### src/rtl/neuron_pkg.sv
// Shared types and constants for the top_neurons serial load transmitter.
package neuron_pkg;

  localparam int FP_DATA_WIDTH   = 16;
  localparam int TEN_DATA_WIDTH  = 2;
  localparam int NUM_NEURON      = 4;
  localparam int NEURON_ID_WIDTH = 2;
  localparam int Q_ROW_WIDTH     = NUM_NEURON * TEN_DATA_WIDTH;

  localparam logic [FP_DATA_WIDTH-1:0] HDR_WORD = 16'h0001;

  typedef enum logic [2:0] {IDLE, HDR, VMEM, MU, NID, QROW, GAP, DONE} state_t;

  typedef struct packed {
    logic [FP_DATA_WIDTH-1:0]   vmem;
    logic [FP_DATA_WIDTH-1:0]   mu;
    logic [NEURON_ID_WIDTH-1:0] nid;
    logic [Q_ROW_WIDTH-1:0]     q;
  } cfg_rec_t;

  // Zero-extended Q coupling entry idx of a row, as it appears on ins.
  function automatic logic [FP_DATA_WIDTH-1:0] q_word(input logic [Q_ROW_WIDTH-1:0] q,
                                                      input logic [NEURON_ID_WIDTH-1:0] idx);
    q_word = '0;
    q_word[TEN_DATA_WIDTH-1:0] = q[int'(idx)*TEN_DATA_WIDTH +: TEN_DATA_WIDTH];
  endfunction

  // Zero-extended neuron index, as it appears on ins.
  function automatic logic [FP_DATA_WIDTH-1:0] nid_word(input logic [NEURON_ID_WIDTH-1:0] nid);
    nid_word = '0;
    nid_word[NEURON_ID_WIDTH-1:0] = nid;
  endfunction

endpackage

### src/rtl/neuron_cfg_streamer_if.sv
// Valid/ready record channel from the host into the config streamer.
interface neuron_cfg_streamer_if;
  import neuron_pkg::*;

  logic                       cfg_valid;
  logic                       cfg_ready;
  logic [FP_DATA_WIDTH-1:0]   cfg_vmem;
  logic [FP_DATA_WIDTH-1:0]   cfg_mu;
  logic [NEURON_ID_WIDTH-1:0] cfg_nid;
  logic [Q_ROW_WIDTH-1:0]     cfg_q;

  modport master (output cfg_valid, cfg_vmem, cfg_mu, cfg_nid, cfg_q, input cfg_ready);
  modport slave  (input cfg_valid, cfg_vmem, cfg_mu, cfg_nid, cfg_q, output cfg_ready);

endinterface

### src/rtl/neuron_cfg_streamer_buf.sv
// One-entry record register: accepts a record when empty, emptied by the
// streamer when that record's VMEM slot begins.
module cfg_rec_buf
  import neuron_pkg::*;
(
  input  logic                  clk,
  input  logic                  reset,
  neuron_cfg_streamer_if.slave  cfg,
  input  logic                  free,
  output logic                  full,
  output cfg_rec_t              rec
);

  logic load;

  assign cfg.cfg_ready = !full;
  assign load          = cfg.cfg_valid && cfg.cfg_ready;

  // Occupancy flag; a load wins over a free in the same cycle.
  always_ff @(posedge clk) begin
    if (reset)     full <= 1'b0;
    else if (load) full <= 1'b1;
    else if (free) full <= 1'b0;
  end

  // Record payload, captured on accept only.
  always_ff @(posedge clk) begin
    if (load) begin
      rec.vmem <= cfg.cfg_vmem;
      rec.mu   <= cfg.cfg_mu;
      rec.nid  <= cfg.cfg_nid;
      rec.q    <= cfg.cfg_q;
    end
  end

endmodule

### src/rtl/neuron_cfg_streamer.sv
// Serializes buffered neuron config records onto the 16-bit ins load bus
// in fixed cycle slots: header, then Vmem/mu/nid/Q row/gap per neuron.
module neuron_cfg_streamer
  import neuron_pkg::*;
#(
  parameter int HOLD_CYC = 2,
  parameter int GAP_CYC  = 2
)(
  input  logic                     clk,
  input  logic                     reset,
  input  logic                     start,
  neuron_cfg_streamer_if.slave     cfg,
  output logic [FP_DATA_WIDTH-1:0] ins,
  output logic                     busy,
  output logic                     done,
  output logic                     err
);

  localparam logic [3:0] HOLD_LAST = 4'(HOLD_CYC - 1);
  localparam logic [3:0] GAP_LAST  = 4'(GAP_CYC - 1);
  localparam logic [3:0] Q_LAST    = 4'(NUM_NEURON - 1);
  localparam logic [NEURON_ID_WIDTH-1:0] LAST_NEURON = NEURON_ID_WIDTH'(NUM_NEURON - 1);

  state_t                     state;
  logic [3:0]                 slot;
  logic [NEURON_ID_WIDTH-1:0] ncnt;
  logic [NEURON_ID_WIDTH-1:0] exp_nid;
  logic [NEURON_ID_WIDTH-1:0] q_next;
  logic                       vmem_try;
  logic                       vmem_ok;
  logic                       buf_full;
  cfg_rec_t                   buf_rec;
  cfg_rec_t                   cur;

  cfg_rec_buf u_buf (
    .clk   (clk),
    .reset (reset),
    .cfg   (cfg),
    .free  (vmem_ok),
    .full  (buf_full),
    .rec   (buf_rec)
  );

  assign q_next = NEURON_ID_WIDTH'(slot + 4'd1);

  // Decide whether this cycle ends in a VMEM entry and whether the buffered record qualifies.
  always_comb begin
    vmem_try = 1'b0;
    exp_nid  = ncnt;
    if (state == HDR) begin
      vmem_try = 1'b1;
      exp_nid  = '0;
    end else if (state == GAP && slot == GAP_LAST && ncnt != LAST_NEURON) begin
      vmem_try = 1'b1;
      exp_nid  = ncnt + 1'b1;
    end
    vmem_ok = vmem_try && buf_full && (buf_rec.nid == exp_nid);
  end

  // Working copy of the neuron being streamed, taken as the buffer is freed.
  always_ff @(posedge clk) begin
    if (vmem_ok) cur <= buf_rec;
  end

  // Frame sequencer with registered ins/busy/done/err.
  always_ff @(posedge clk) begin
    if (reset) begin
      state <= IDLE;
      ins   <= '0;
      busy  <= 1'b0;
      done  <= 1'b0;
      err   <= 1'b0;
      slot  <= '0;
      ncnt  <= '0;
    end else begin
      done <= 1'b0;
      err  <= 1'b0;
      case (state)
        IDLE: begin
          if (start) begin
            state <= HDR;
            ins   <= HDR_WORD;
            busy  <= 1'b1;
            slot  <= '0;
            ncnt  <= '0;
          end
        end
        HDR, GAP: begin
          if (state == GAP && slot != GAP_LAST) begin
            slot <= slot + 4'd1;
          end else if (state == GAP && ncnt == LAST_NEURON) begin
            state <= DONE;
            ins   <= '0;
            busy  <= 1'b0;
            done  <= 1'b1;
          end else if (vmem_ok) begin
            state <= VMEM;
            ins   <= buf_rec.vmem;
            slot  <= '0;
            ncnt  <= exp_nid;
          end else begin
            state <= IDLE;
            ins   <= '0;
            busy  <= 1'b0;
            err   <= 1'b1;
            slot  <= '0;
          end
        end
        VMEM: begin
          if (slot == HOLD_LAST) begin
            state <= MU;
            ins   <= cur.mu;
            slot  <= '0;
          end else begin
            slot <= slot + 4'd1;
          end
        end
        MU: begin
          if (slot == HOLD_LAST) begin
            state <= NID;
            ins   <= nid_word(cur.nid);
            slot  <= '0;
          end else begin
            slot <= slot + 4'd1;
          end
        end
        NID: begin
          if (slot == HOLD_LAST) begin
            state <= QROW;
            ins   <= q_word(cur.q, '0);
            slot  <= '0;
          end else begin
            slot <= slot + 4'd1;
          end
        end
        QROW: begin
          if (slot == Q_LAST) begin
            state <= GAP;
            slot  <= '0;
          end else begin
            ins  <= q_word(cur.q, q_next);
            slot <= slot + 4'd1;
          end
        end
        DONE: begin
          state <= IDLE;
          ins   <= '0;
        end
        default: begin
          state <= IDLE;
          ins   <= '0;
          busy  <= 1'b0;
        end
      endcase
    end
  end

endmodule

### src/flat_wrapper.sv
// flat-port wrapper written by rule: the top's interface ports become plain ports
module neuron_cfg_streamer_flat import neuron_pkg::*;
#(
  parameter int HOLD_CYC = 2,
  parameter int GAP_CYC  = 2
)
  (clk, reset, start, ins, busy, done, err, cfg_cfg_valid, cfg_cfg_vmem, cfg_cfg_mu, cfg_cfg_nid, cfg_cfg_q, cfg_cfg_ready);
  neuron_cfg_streamer_if cfg_i ();
  input  logic clk;
  input  logic reset;
  input  logic start;
  output logic [FP_DATA_WIDTH-1:0] ins;
  output logic busy;
  output logic done;
  output logic err;
  input wire logic [$bits(cfg_i.cfg_valid)-1:0] cfg_cfg_valid;
  input wire logic [$bits(cfg_i.cfg_vmem)-1:0] cfg_cfg_vmem;
  input wire logic [$bits(cfg_i.cfg_mu)-1:0] cfg_cfg_mu;
  input wire logic [$bits(cfg_i.cfg_nid)-1:0] cfg_cfg_nid;
  input wire logic [$bits(cfg_i.cfg_q)-1:0] cfg_cfg_q;
  output wire logic [$bits(cfg_i.cfg_ready)-1:0] cfg_cfg_ready;
  assign cfg_i.cfg_valid = cfg_cfg_valid;
  assign cfg_i.cfg_vmem = cfg_cfg_vmem;
  assign cfg_i.cfg_mu = cfg_cfg_mu;
  assign cfg_i.cfg_nid = cfg_cfg_nid;
  assign cfg_i.cfg_q = cfg_cfg_q;
  assign cfg_cfg_ready = cfg_i.cfg_ready;
  neuron_cfg_streamer #(.HOLD_CYC(HOLD_CYC), .GAP_CYC(GAP_CYC)) u_core (.clk(clk), .reset(reset), .start(start), .cfg(cfg_i), .ins(ins), .busy(busy), .done(done), .err(err));
endmodule
### config.mk
export PLATFORM = sky130hd
export DESIGN_NAME = neuron_cfg_streamer_flat
export DESIGN_NICKNAME = d
export VERILOG_FILES = /design/src/rtl/neuron_pkg.sv /design/src/rtl/neuron_cfg_streamer_if.sv /design/src/rtl/neuron_cfg_streamer_buf.sv /design/src/rtl/neuron_cfg_streamer.sv /design/src/flat_wrapper.sv
export SDC_FILE = /design/constraint.sdc
export NUM_CORES = 1
export LEC_CHECK = 0
export CAP_MARGIN = 10
export CORE_ASPECT_RATIO = 0.6
export CORE_MARGIN = 2
export CORE_UTILIZATION = 40
export CTS_CLUSTER_SIZE = 40
export DETAILED_ROUTE_END_ITERATION = 8
export PLACE_DENSITY = 0.65
export SYNTH_ARGS = -nofsm -noshare
export SYNTH_HDL_FRONTEND = slang
export SYNTH_SLANG_ARGS = --single-unit
### constraint.sdc
create_clock -name clk -period 2.45 [get_ports clk]
set_input_delay 0.245 -clock clk [delete_from_list [all_inputs] [get_ports clk]]
set_output_delay 0.245 -clock clk [all_outputs]
set_load 0.005 [all_outputs]
==> flow_summary.toml, run 1 <==
[worst_hold_path]
hold_path.class = "register to register"

[yosys]
synth-edff-count = 68
ys_seq_area_share_pct = 72.1
async_flop_share_pct = 0
synth_area_per_cell_sq_um = 14.2
synth_nets = 305
syn_area_sq_um = 3640
yosysWarnings = 0
synthFlopType = "edfxtp_1"
ys_ff_latch = 97
synthDistinctLibCells = 48
synthCells = 256

[routing]
routedWlPerCell_um = 16.4
num_vias = 2440
drt-initial-drc-count = 196
wl_mm = 7.59
drtPass1Iterations = 5
ant_nets = 0
via_per_inst = 5.27
drc = 0

[timing]
min_period_over_period_pct = 96.8
max_freq_mhz = 422
setup_violations = 0
worstMarginPinSlew_ps = 660
worst_clock_skew_ps = 7.19
hold_violations = 0
relSlewSlack_pct = 56.0
finalSetupTns_ps = 0
period_needed_ps = 2370
rsz0062_at_grt = "yes"
slew_violations = 0

[place]
portBuffers = 65
dp.cells = 437
place_hpwl_mm = 5.02
gp_congestion = 0.888

[layout]
num-nets-final = 395
area_delta_synth_final_pct = 36.6
drive_gt1_share_pct = 17.4
utilization_pct = 57.3
stdcell_count = 463
antenna_cells = 0

[clocking]
cts_num_sinks = 97
htree_levels = 3
cts-root-buf = "clkbuf_16"
clockBufferDepth = 2
clkLatencyLatePin_ps = 340
cts_tree = "yes"
path_clk_slew_ps = 70
cts_buffers = 9

[die]
die_h_um = 77.9
io_pins = 66
start_util_pct = 41.9
num_rows = 26
dieArea_sq_um = 9900
die_w_um = 127
core-area_sq_um = 8690

[setup_path]
cp.required_ps = 2510
critPathKind = "register to register"
cpPeakStageDelay_ps = 510
end_kind = "register"
cp-start-kind = "register"
path_cells = "inv_1 > ha_1 > nor4b_4 > buf_4 > and3_1 > or4_4 > a21oi_4 > buf_6 > clkbuf_16"
slowest_stage = "or4_4"
worst_ep_arrival_time_ps = 2430
cp_max_fo = 8

[global_routing]
grt_antenna_before_repair = 0
grtUsageTotal_pct = 16.4
grt_pass1_vias = 2467
gr-total-overflow = 0
grt_pass1_wl_mm = 12.3
grt_start_max_net_pins = 41

[status]
status = "completed"

[pwr]
p_per_area_nw_per_um2 = 670
p_leak_nw = 1.74
vdd_drop_max_mv = 0.424

[run]
cap_violations = 0
==> sequential cells by signal, summed over array words and instances (netlist names), 2 cells and up <==
name              flops
u_core.state          3
u_core.ins           16
u_core.u_buf.rec     42
u_core.slot           4
u_core.ncnt           2
u_core.cur           26
==> power by group <==
part           internal (mW)  total [mW]  switching [mW]
logic                  0.109       0.193          0.0845
registers               1.81        1.83          0.0183
clock network          0.705        1.31           0.603
total                   2.62        3.33           0.706
==> routing by layer <==
metal / part of all wire [%] / up-vias / global-route usage [%]
met3: 7.1 / 10 / 5.59
li1: - / 1178 / -
met1: 47 / 1169 / 23.2
met5: 0 / - / 0
met2: 45 / 83 / 24.1
met4: 1.2 / 0 / 5.05
==> worst max-delay path, delay by kind of cell, from the launching register on <==
family | cells | cell delay, ps
buffers and inverters | 4 | 510
adder cells (fa/ha/maj) | 1 | 180
flip-flops | 1 | 320
AO/OA/AOI/OAI | 1 | 240
AND/OR/NAND/NOR | 3 | 830
==> cells in the mapped netlist (all sizes together), types with 3 or more instances <==
cell type	number	area [sq um]
a21oi	14	73.8
dfxtp	29	581
nand3	6	30.0
nand2b	5	31.3
nor3b	4	35.0
nor2b	5	31.3
buf	6	33.8
clkbuf	8	30.0
nor3	7	40.0
nand2	8	30.0
a31oi	3	18.8
ha	3	37.5
nor2	31	116
inv	5	18.8
o21ai	7	35.0
a222oi	14	140
edfxtp	68	2040
==> layout make-up <==
class	instances	area (sq um)
Tap cell	112	140
Timing Repair Buffer	93	947
Clock inverter	6	50.0
Sequential cell	97	2630
Fill cell	679	3710
Inverter	5	18.8
Clock buffer	10	229
Multi-Input combinational cell	140	963
==> layout by cell type, fill, tap and decap left out, types with 2 or more instances in the layout <==
cell type and count:
a21oi_1 13, a222oi_1 14, a22oi_1 2, a31oi_1 3, buf_12 3, buf_4 21
clkbuf_16 10, clkdlybuf4s50_1 65, dfxtp_1 27, dfxtp_2 2, edfxtp_1 68, ha_1 2
inv_1 5, inv_8 2, mux2i_1 2, mux4_2 2, nand2_1 8, nand2b_1 5
nand3_1 6, nand3b_1 2, nand4b_1 2, nor2_1 30, nor2b_1 4, nor3_1 6
nor3b_1 3, o211ai_1 2, o21ai_0 4, o21ai_1 2, or2_2 2
==> through the flow <==
stage | area (sq um) | hold slack (ps) | total power, mW | setup WS, ps
floorplan | 3640 | 344 | 1.93 | 13.9
global placement | 4540 | 402 | 2.05 | 40.0
detailed placement | 4540 | 405 | 2.05 | -92.6
CTS | 4900 | 420 | 3.37 | 8.12
global route | 4970 | 428 | 3.46 | -10.4
finish | 4970 | 419 | 3.33 | 78.6
==> final timing paths <==
kind,from,end,slack [ps],cells past startpoint
worst max register to register,u_core.slot[1]$_SDFFE_PP0P_,u_core.cur[0]$_DFFE_PN_,80,9
worst min register to register,u_core.u_buf.rec[13]$_DFFE_PP_,u_core.cur[13]$_DFFE_PN_,420,0
worst min-delay path,u_core.u_buf.rec[13]$_DFFE_PP_,u_core.cur[13]$_DFFE_PN_,420,0
worst max-delay path,u_core.slot[1]$_SDFFE_PP0P_,u_core.cur[0]$_DFFE_PN_,80,9
==> timing repair <==
action,4_1_cts,5_1_grt
gates resized for setup,0,10
endpoints found under the setup margin,1,45
setup buffers,5,3
cloned,1,1
pin swaps,2,6
hold buffers,0,0
==> logic make-up (layout without fill, tap and decap cells) <==
family	count (synthesis)	count (layout)	synth area share, %
adders and majority gates	3	3	1.03
and+or+nand+nor	80	80	12.0
xor gates and xnor gates	1	1	0.241
DFF	97	97	72.1
buffers and inverters	19	114	2.27
AOI/OAI and AO/OA	51	51	10.3
muxes	5	5	2.10
Note: power is estimated with default switching activity, not from simulation.
==> inputs of run 2 (changes only) <==
Settings changed: GPL_ROUTABILITY_DRIVEN set to 0.
==> results of run 2 <==
No change in the layout: final DEF, timing and power equal those of run 1.
